[src/rtl/qupls_rename_stage_pkg.sv]
// Shared types and sizing for the QUPLS rename stage: register spec widths,
// register-file sizes and the renamed-operand bundle handed to dispatch.
package qupls_rename_stage_pkg;

  localparam int NAREG = 64;
  localparam int NPREG = 128;
  localparam int NFREE = NPREG - NAREG;

  typedef logic [5:0] regspec_t;
  typedef logic [6:0] pregspec_t;

  typedef struct packed {
    pregspec_t pRa;
    pregspec_t pRb;
    pregspec_t pRt;
    pregspec_t pRt_old;
  } rename_out_t;

endpackage

[src/rtl/qupls_rename_stage_if.sv]
// Decode/dispatch/commit signal bundle of the rename stage. The master side
// is the decoder and commit logic; the slave side is the rename stage.
interface qupls_rename_stage_if;
  import qupls_rename_stage_pkg::*;

  logic        dec_v;
  logic        dec_rdy;
  regspec_t    Ra;
  regspec_t    Rb;
  regspec_t    Rt;
  logic        Rt_v;
  logic        ren_v;
  logic        ren_rdy;
  pregspec_t   pRa;
  pregspec_t   pRb;
  pregspec_t   pRt;
  pregspec_t   pRt_old;
  logic        cmt_v;
  pregspec_t   cmt_preg;
  logic [6:0]  free_cnt;
  logic        fl_err;

  modport master (
    output dec_v, Ra, Rb, Rt, Rt_v, ren_rdy, cmt_v, cmt_preg,
    input  dec_rdy, ren_v, pRa, pRb, pRt, pRt_old, free_cnt, fl_err
  );

  modport slave (
    input  dec_v, Ra, Rb, Rt, Rt_v, ren_rdy, cmt_v, cmt_preg,
    output dec_rdy, ren_v, pRa, pRb, pRt, pRt_old, free_cnt, fl_err
  );

endinterface

[src/rtl/qupls_rename_stage_free_list.sv]
// Circular free list of physical registers. Resets full with 64..127; pushes
// of preg 0 are ignored and pushes into a full list are dropped (sticky err).
module qupls_free_list
  import qupls_rename_stage_pkg::*;
(
  input  logic       clk,
  input  logic       rst,
  input  logic       pop,
  input  logic       push,
  input  pregspec_t  push_preg,
  output pregspec_t  head_preg,
  output logic [6:0] count,
  output logic       err
);

  pregspec_t  mem_q [NFREE];
  pregspec_t  mem_d [NFREE];
  logic [5:0] head_q, head_d;
  logic [5:0] tail_q, tail_d;
  logic [6:0] count_q, count_d;
  logic       err_q, err_d;
  logic       full_s;
  logic       push_ok_s;

  // next-state for storage, pointers, occupancy and overflow flag
  always_comb begin
    mem_d     = mem_q;
    head_d    = head_q;
    tail_d    = tail_q;
    full_s    = (count_q == 7'd64);
    push_ok_s = push & (push_preg != 7'd0) & !full_s;
    if (push_ok_s) begin
      mem_d[tail_q] = push_preg;
      tail_d        = tail_q + 6'd1;
    end else begin
      tail_d = tail_q;
    end
    if (pop) begin
      head_d = head_q + 6'd1;
    end else begin
      head_d = head_q;
    end
    count_d = count_q + {6'd0, push_ok_s} - {6'd0, pop};
    err_d   = err_q | (push & (push_preg != 7'd0) & full_s);
  end

  // state registers with reset preload of the upper physical registers
  always_ff @(posedge clk) begin
    if (rst) begin
      for (int i = 0; i < NFREE; i++) begin
        mem_q[i] <= pregspec_t'(NAREG + i);
      end
      head_q  <= 6'd0;
      tail_q  <= 6'd0;
      count_q <= 7'd64;
      err_q   <= 1'b0;
    end else begin
      mem_q   <= mem_d;
      head_q  <= head_d;
      tail_q  <= tail_d;
      count_q <= count_d;
      err_q   <= err_d;
    end
  end

  assign head_preg = mem_q[head_q];
  assign count     = count_q;
  assign err       = err_q;

endmodule

[src/rtl/qupls_rename_stage.sv]
// Single-issue rename stage: RAT lookup, free-list allocation, registered
// valid/ready output. Define QUPLS_RENAME_BYPASS_EN to forward a commit straight
// into an allocation when the free list is empty.
module qupls_rename_stage
  import qupls_rename_stage_pkg::*;
(
  input logic                 clk,
  input logic                 rst,
  qupls_rename_stage_if.slave bus
);

  pregspec_t   rat_q [NAREG];
  pregspec_t   rat_d [NAREG];
  rename_out_t out_q, out_d;
  logic        ren_v_q, ren_v_d;

  logic        need_s, cmt_ok_s, fl_empty_s, byp_s, dec_rdy_s;
  logic        accept_s, alloc_s, pop_s, push_s;
  pregspec_t   new_preg_s, head_preg_s;
  logic [6:0]  free_cnt_s;
  logic        fl_err_s;

  // acceptance and free-list control
  always_comb begin
    need_s     = bus.Rt_v & (bus.Rt != 6'd0);
    cmt_ok_s   = bus.cmt_v & (bus.cmt_preg != 7'd0);
    fl_empty_s = (free_cnt_s == 7'd0);
`ifdef QUPLS_RENAME_BYPASS_EN
    byp_s      = need_s & fl_empty_s & cmt_ok_s;
    dec_rdy_s  = (!ren_v_q | bus.ren_rdy) & (!need_s | !fl_empty_s | cmt_ok_s);
`else
    byp_s      = 1'b0;
    dec_rdy_s  = (!ren_v_q | bus.ren_rdy) & (!need_s | !fl_empty_s);
`endif
    accept_s   = bus.dec_v & dec_rdy_s;
    alloc_s    = accept_s & need_s;
    pop_s      = alloc_s & !byp_s;
    // a bypassed commit is consumed by the allocation and never enters the list
    push_s     = bus.cmt_v & !(alloc_s & byp_s);
    new_preg_s = byp_s ? bus.cmt_preg : head_preg_s;
  end

  qupls_free_list u_free_list (
    .clk       (clk),
    .rst       (rst),
    .pop       (pop_s),
    .push      (push_s),
    .push_preg (bus.cmt_preg),
    .head_preg (head_preg_s),
    .count     (free_cnt_s),
    .err       (fl_err_s)
  );

  // RAT update and output register next-state; sources read the pre-update map
  always_comb begin
    rat_d   = rat_q;
    out_d   = out_q;
    ren_v_d = ren_v_q;
    if (accept_s) begin
      ren_v_d   = 1'b1;
      out_d.pRa = rat_q[bus.Ra];
      out_d.pRb = rat_q[bus.Rb];
      if (alloc_s) begin
        out_d.pRt     = new_preg_s;
        out_d.pRt_old = rat_q[bus.Rt];
        rat_d[bus.Rt] = new_preg_s;
      end else begin
        out_d.pRt     = 7'd0;
        out_d.pRt_old = 7'd0;
      end
    end else if (bus.ren_rdy) begin
      ren_v_d = 1'b0;
    end else begin
      ren_v_d = ren_v_q;
    end
  end

  // RAT and output registers; RAT resets to the identity map
  always_ff @(posedge clk) begin
    if (rst) begin
      for (int i = 0; i < NAREG; i++) begin
        rat_q[i] <= pregspec_t'(i);
      end
      out_q   <= rename_out_t'(28'd0);
      ren_v_q <= 1'b0;
    end else begin
      rat_q   <= rat_d;
      out_q   <= out_d;
      ren_v_q <= ren_v_d;
    end
  end

  assign bus.dec_rdy  = dec_rdy_s;
  assign bus.ren_v    = ren_v_q;
  assign bus.pRa      = out_q.pRa;
  assign bus.pRb      = out_q.pRb;
  assign bus.pRt      = out_q.pRt;
  assign bus.pRt_old  = out_q.pRt_old;
  assign bus.free_cnt = free_cnt_s;
  assign bus.fl_err   = fl_err_s;

endmodule

[src/flat_wrapper.sv]
// flat-port wrapper written by rule: the top's interface ports become plain ports
module qupls_rename_stage_flat import qupls_rename_stage_pkg::*;
  (clk, rst, bus_dec_v, bus_Ra, bus_Rb, bus_Rt, bus_Rt_v, bus_ren_rdy, bus_cmt_v, bus_cmt_preg, bus_dec_rdy, bus_ren_v, bus_pRa, bus_pRb, bus_pRt, bus_pRt_old, bus_free_cnt, bus_fl_err);
  qupls_rename_stage_if bus_i ();
  input logic clk;
  input logic rst;
  input wire logic [$bits(bus_i.dec_v)-1:0] bus_dec_v;
  input wire logic [$bits(bus_i.Ra)-1:0] bus_Ra;
  input wire logic [$bits(bus_i.Rb)-1:0] bus_Rb;
  input wire logic [$bits(bus_i.Rt)-1:0] bus_Rt;
  input wire logic [$bits(bus_i.Rt_v)-1:0] bus_Rt_v;
  input wire logic [$bits(bus_i.ren_rdy)-1:0] bus_ren_rdy;
  input wire logic [$bits(bus_i.cmt_v)-1:0] bus_cmt_v;
  input wire logic [$bits(bus_i.cmt_preg)-1:0] bus_cmt_preg;
  output wire logic [$bits(bus_i.dec_rdy)-1:0] bus_dec_rdy;
  output wire logic [$bits(bus_i.ren_v)-1:0] bus_ren_v;
  output wire logic [$bits(bus_i.pRa)-1:0] bus_pRa;
  output wire logic [$bits(bus_i.pRb)-1:0] bus_pRb;
  output wire logic [$bits(bus_i.pRt)-1:0] bus_pRt;
  output wire logic [$bits(bus_i.pRt_old)-1:0] bus_pRt_old;
  output wire logic [$bits(bus_i.free_cnt)-1:0] bus_free_cnt;
  output wire logic [$bits(bus_i.fl_err)-1:0] bus_fl_err;
  assign bus_i.dec_v = bus_dec_v;
  assign bus_i.Ra = bus_Ra;
  assign bus_i.Rb = bus_Rb;
  assign bus_i.Rt = bus_Rt;
  assign bus_i.Rt_v = bus_Rt_v;
  assign bus_i.ren_rdy = bus_ren_rdy;
  assign bus_i.cmt_v = bus_cmt_v;
  assign bus_i.cmt_preg = bus_cmt_preg;
  assign bus_dec_rdy = bus_i.dec_rdy;
  assign bus_ren_v = bus_i.ren_v;
  assign bus_pRa = bus_i.pRa;
  assign bus_pRb = bus_i.pRb;
  assign bus_pRt = bus_i.pRt;
  assign bus_pRt_old = bus_i.pRt_old;
  assign bus_free_cnt = bus_i.free_cnt;
  assign bus_fl_err = bus_i.fl_err;
  qupls_rename_stage u_core (.clk(clk), .rst(rst), .bus(bus_i));
endmodule
[config.mk]
export PLATFORM = sky130hd
export DESIGN_NAME = qupls_rename_stage_flat
export DESIGN_NICKNAME = d
export VERILOG_FILES = /design/src/rtl/qupls_rename_stage_pkg.sv /design/src/rtl/qupls_rename_stage_if.sv /design/src/rtl/qupls_rename_stage_free_list.sv /design/src/rtl/qupls_rename_stage.sv /design/src/flat_wrapper.sv
export SDC_FILE = /design/constraint.sdc
export NUM_CORES = 2
export LEC_CHECK = 0
export ABC_AREA = 1
export BUFFER_PORTS_ARGS = -buffer_cell sky130_fd_sc_hd__buf_2
export CAP_MARGIN = 0
export CORE_AREA = 3 3 398 557
export CTS_BUF_LIST = sky130_fd_sc_hd__clkbuf_4
export DETAILED_ROUTE_END_ITERATION = 8
export DIE_AREA = 0 0 401 560
export SYNTH_ARGS = -nofsm -noshare
export SYNTH_HDL_FRONTEND = slang
export SYNTH_HIERARCHICAL = 1
export SYNTH_SLANG_ARGS = --single-unit
[constraint.sdc]
create_clock -name clk -period 2.8 [get_ports clk]
set_clock_uncertainty 0.2 [all_clocks]
set_input_delay 0.28 -clock clk [delete_from_list [all_inputs] [get_ports clk]]
set_output_delay 0.28 -clock clk [all_outputs]
set_load 0.01 [all_outputs]
Word level (Yosys, flattened, before mapping)
Index checks and enable logic that the tools add are counted.
Widths: inputs -> output; s select.
{ "totals": {"regBits": 945, "input_bits": 31, "out_inout_bits": 38, "elab_cells": 196} }
{ "classes": {"n_addsub": 4, "order_cmp": 7, "eq_ne": 1, "mux": 21, "n_bitwise": 15, "n_reduce_logical": 11} }
{ "op_table": {"columns": ["op", "count"], "rows": [
  ["$bwmux 448", 2],
  ["$bmux 7 s6", 4],
  ["$demux 7 s6", 2],
  ["$mux 7", 10],
  ["$ge 7x7->1 const B", 5],
  ["$not 6->7", 5],
  ["$lt 7x1->1 const B", 2],
  ["$mux 14", 1],
  ["$add 6x1->6 const B", 2],
  ["$add 7x1->7", 1],
  ["$and 1x1->1", 7],
  ["$eq 7x7->1 const B", 1],
  ["$logic_not 7->1", 1],
  ["$reduce_bool 7->1", 1],
  ["$sub 7x1->7", 1],
  ["$reduce_bool 6->1", 1],
  ["$logic_not 1->1", 4],
  ["$or 1x1->1", 3],
  ["$logic_and 1x1->1", 2],
  ["$mux 1", 2],
  ["$reduce_and 2->1", 1],
  ["$reduce_bool 2->1", 1]
]} }

Depth between registers and ports, before layout
{ "logic_depth": {"ltp_word": 8, "depth_mapped": 18, "depth_no_buf": 16} }

Cells and area by module
Netlist, hierarchy kept.
{ "by_module_without_submodules": {"columns": ["module", "instances", "cells_per_inst", "area_each_um2", "seq_area_each_um2"], "rows": [
  ["qupls_rename_stage", 1, 5566, 31281.3, 9549.2],
  ["qupls_free_list", 1, 3452, 22785.6, 9369.0]
]} }

Least setup slack after synthesis
No wires, ideal clock.
{ "synth_timing": {"path_type": "input to register", "start": "in bus_Rt[2]", "end": "reg u_core.u_free_list.count_q[4], in the netlist u_core/u_free_list/count[4]", "setup_time_ns": 0.124, "arrival_time_ns": 2.551, "required_time_ns": 2.476, "slack_ns": -0.074, "path_stages": 17, "path_buffers": 2, "cell_sequence": "buf_2 > inv_2 > nand3_1 > o21ai_2 > inv_2 > nand4_1 > buf_6 > inv_1 > ha_1 > inv_1 > ha_1 > inv_1 > fa_1 > inv_1 > a31oi_1 > o21ai_0 > a21oi_1"} }
{ "synth_between": {"elab_chain_cells": 8} }
{ "synth_rtl": {"columns": ["item", "line", "rtl"], "rows": [
  ["from (decl)", "flat_wrapper.sv:10", "input wire logic [$bits(bus_i.Rt)-1:0] bus_Rt;"],
  ["$reduce_bool 6->1 (*)", "qupls_rename_stage.sv:25", "need_s = bus.Rt_v & (bus.Rt != 6'd0);"],
  ["$and 1x1->1 (*)", "qupls_rename_stage.sv:25", null],
  ["$logic_not 1->1", "qupls_rename_stage.sv:33", "dec_rdy_s = (!ren_v_q | bus.ren_rdy) & (!need_s | !fl_empty_s);"],
  ["$or 1x1->1", "qupls_rename_stage.sv:33", null],
  ["$and 1x1->1", "qupls_rename_stage.sv:33", null],
  ["$and 1x1->1", "qupls_rename_stage.sv:35", "accept_s = bus.dec_v & dec_rdy_s;"],
  ["$and 1x1->1 (*)", "qupls_rename_stage.sv:36", "alloc_s = accept_s & need_s;"],
  ["via u_core.alloc_s", "qupls_rename_stage.sv:18", "logic accept_s, alloc_s, pop_s, push_s;"],
  ["$sub 7x1->7 (*)", "qupls_rename_stage_free_list.sv:43", "count_d = count_q + {6'd0, push_ok_s} - {6'd0, pop};"],
  ["to (signal assigned)", "qupls_rename_stage_free_list.sv:61", "count_q <= count_d;"],
  ["to (decl)", "qupls_rename_stage_free_list.sv:20", "logic [6:0] count_q, count_d;"]
]} }
Mark *: on every way through the listed nets, which the timed path passes. The rest lies on a longest branch.
A chain may end at the register's enable or synchronous reset.

Worst setup path after layout
{ "layout_timing": {"start": "reg u_core.u_free_list.count_q[2], in the netlist u_core/u_free_list/count[2]", "end": "out bus_dec_rdy"} }
{ "layout_between": {"elab_chain_cells": 4} }
{ "layout_rtl": {"columns": ["item", "line", "rtl"], "rows": [
  ["$logic_not 7->1", "qupls_rename_stage.sv:27", "fl_empty_s = (free_cnt_s == 7'd0);"],
  ["$logic_not 1->1", "qupls_rename_stage.sv:33", null],
  ["$or 1x1->1", "qupls_rename_stage.sv:33", null],
  ["$and 1x1->1", "qupls_rename_stage.sv:33", null],
  ["to (decl)", "flat_wrapper.sv:15", "output wire logic [$bits(bus_i.dec_rdy)-1:0] bus_dec_rdy;"]
]} }
No other way between the ends.

==> summary.md <==
| Metric | Value |
|---|---|
| Commonest non-fill, non-tap cell in the layout | `nand2_1` |
| Post-Syn Instances | `approximately 9.0k` |
| CTS H-tree lvls | `5` |
| Max cap viols | `0` |
| Core area | `217000 um2` |
| Final setup vio count | `1` |
| Sequential Area | `around 19000 um2` |
| Unique masters post-synth | `36` |
| Worst Setup Start Kind | `register` |
| Area of the multi-input gates | `just over 30000 um2` |
| Layout cell share with drive strength beyond 1 | `11.7%` |
| Worst Path Required | `2.32 ns` |
| Filler instances | `between 20k and 25k` |
| Final hold slack | `about 0.070 ns` |
| Post-Syn Area | `around 54000 um2` |
| Die area | `about 220000 um2` |
| Max incr delay on CP | `between 0.3 and 0.4 ns` |
| Seq cells post-synth | `roughly 950` |
| CP Buf/Inv Count | `2` |
| Slew margin rel. | `between 20% and 30%` |
| Place WS | `-0.394 ns` |
| CTS root buffer | `clkbuf_4` |
| HP Class | `input port to register` |
| Pin count of the biggest net entering global routing | `approximately 120` |
| P&R area growth vs syn | `19.2%` |
| Final WL | `approximately 230 mm` |
| Post-synthesis sequential area ratio | `between 30% and 40%` |
| Setup ws final | `-0.192 ns` |
| CTS tree | `built` |
| Leak | `0.0313 uW` |
| Total power | `between 30000 and 40000 uW` |
| GRT Overall Usage | `around a fifth` |
| Commonest non-fill, non-tap cells in the layout | `3159 x nand2_1, 1552 x nand3_1, 987 x nor2_1` |
| Via count | `a little over 60k` |
| Initial antenna violation count | `8` |
| DIE HEIGHT | `560 um` |
| Post-detailed-route wirelength per cell | `around 19 um` |
| Dpl hpwl | `between 100 and 150 mm` |
| Worst setup EP type | `output pin` |
| Rows | `approximately 200` |
| Worst-path clk slew | `roughly 0.070 ns` |
| CP Data Arrival Time | `2.51 ns` |
| Fin crit share | `107%` |
| CP max-delay cell | `dfxtp_4` |
| Status | `finished, violations left` |
| Post-route ant nets | `0` |
| Grt total ovfl | `0` |
| Global placement routability congestion | `1.00` |
| I/O pin count | `69` |
| Vias in the first global route | `approximately 57k` |
| TritonCTS buffer count | `approximately 290` |
| Critical path type | `register to output pin` |
| Clock latency on the worst-skew pair | `1.34 ns` |
| Worst Path Max Fanout | `2` |
| Die X | `~400 um` |
| FMAX | `approximately 330 MHz` |
| Port bufs | `between 60 and 70` |
| P per Cell Area | `553 nW/um2` |
| Avg Cell Area, Syn | `about 6 um2` |
| Period minus WS final | `2.99 ns` |
| Nets | `9264` |
| Ys Warns | `6` |
| DRT iter0 DRCs | `between 6k and 7k` |
| Failing checks | `setup timing` |
| Worst ir drop on vdd | `roughly 0.48 mV` |
| Pin slew with the least headroom to its limit | `between 1 and 1.5 ns` |
| CP cell instances | `nor3_4 -> nand3_4 -> or2_4 -> nand2_4 -> inv_2 -> buf_6` |
| Initial Util | `around 25%` |
| DR pass1 iterations | `6` |
| Fin cells | `12.3k` |
| Global-route wire length before repair | `approximately 350 mm` |
| Max-slew violation count | `0` |
| Cell family with most CP delay | `simple AND/OR/NAND/NOR gates` |
| RSZ-0062 raised after global routing | `yes` |
| Post-synth net total | `approximately 9.1k` |
| Clock Sinks | `roughly 950` |
| DRC Markers | `0` |
| Clk buf depth | `4` |
| Routed vias/inst | `about 5.0` |
| Endpoints failing hold | `0` |
| Dpl cells | `about 12k` |
==> cells in the mapped netlist (all sizes together) <==
| cell type | n | area share, % |
|---|---|---|
| o21bai | 30 | 0.42 |
| nand4 | 8 | 0.13 |
| o211ai | 225 | 3.1 |
| nand2 | 3235 | 23 |
| a31oi | 3 | 0.035 |
| o21ai | 485 | 4.5 |
| nor2 | 1003 | 7.1 |
| or2 | 1 | 0.012 |
| nand3 | 1561 | 14 |
| clkinv | 7 | 0.049 |
| o21a | 15 | 0.21 |
| inv | 566 | 3.9 |
| fa | 1 | 0.037 |
| clkbuf | 413 | 2.9 |
| a21oi | 242 | 2.2 |
| xor2 | 2 | 0.032 |
| nor3 | 19 | 0.30 |
| buf | 246 | 2.6 |
| ha | 11 | 0.25 |
| dfxtp | 945 | 35 |
==> through the flow <==
stage	utilization [%]	area [um2]	TNS [ns]
floorplan	-	54100	0
global placement	27.6	59800	-32.61
detailed placement	27.6	59800	-33.38
CTS	29.4	63900	-12.43
global route	29.7	64500	-0.422
finish	29.7	64500	-0.192
==> registers in the layout, indices dropped and copies added, names as in the netlist, 6 cells and up <==
name and count:
u_core/rat_q 448, u_core/u_free_list/mem_q 448, u_core/bus.pRa 7, u_core/bus.pRt_old 7, u_core/u_free_list/head_q 6, u_core/u_free_list/count 7
u_core/bus.pRt 7, u_core/bus.pRb 7, u_core/u_free_list/tail_q 6
==> worst min-delay path, cell delays in order <==
cell           delay [ns]
dlygate4sd3_1        0.52
buf_4                0.11
nor2_2               0.04
nand4_4              0.19
nand4_1              0.11
buf_4                0.18
nand2_1              0.06
a21oi_1              0.05
==> cells by family after synthesis <==
family	share of synthesized area [%]
AO/OA/AOI/OAI	10.5
buffers and inverters	9.40
XOR/XNOR	0.0324
adder cells (fa/ha/maj)	0.292
flip-flops	35.0
AND/OR/NAND/NOR	44.8
==> routing by layer <==
metal	up-vias	GRT usage, %	share of wire, %
li1	29500	-	-
met1	27800	23.4	39
met2	2798	31.9	46
met3	712	4.11	8.4
met4	0	13.1	7.2
met5	-	0	0
==> cell type report <==
type                       instances  share of cell area (%)
antenna                            4                  0.0155
inverter                         573                    3.48
multi-input combinational       6841                    46.9
timing repair inverter             1                  0.0136
sequential                       945                    29.4
clock inverter                    56                   0.373
timing repair buffer             570                    9.60
clock buffer                     404                    4.71
tap                             2856                    5.54
==> path summary, 6_finish.rpt <==
| path | from | endpoint | slack [ns] | cells after the start |
|---|---|---|---|---|
| max | u_core/u_free_list/count[2]$_SDFF_PP0_ | bus_dec_rdy | -0.19 | 6 |
| min | bus_cmt_preg[4] | u_core/u_free_list/mem_q[87]$_SDFFE_PP0P_ | 0.07 | 8 |
| min reg2reg | u_core/u_free_list/mem_q[62]$_SDFFE_PP1P_ | u_core/u_free_list/mem_q[62]$_SDFFE_PP1P_ | 0.25 | 2 |
| max reg2reg | u_core/u_free_list/head_q[0]$_SDFFE_PP0P_ | u_core/rat_q[23]$_SDFFE_PP1P_ | 0.03 | 14 |
==> where the power goes <==
group	total (uW)	switching (uW)	internal [uW]
logic	8760	6080	2670
clock network	13000	6360	6660
registers	13900	221	13700
==> timing repair <==
action | 4_1_cts | 5_1_grt
hold buffers | 70 | 0
gates resized for setup | 10 | 79
setup endpoints to repair | 442 | 848
buffers inserted | 3 | 13
pin swaps | 3 | 7
endpoints found under the hold margin | 945 | 0
gates cloned | 0 | 13
(Power assumes the default switching activity.)
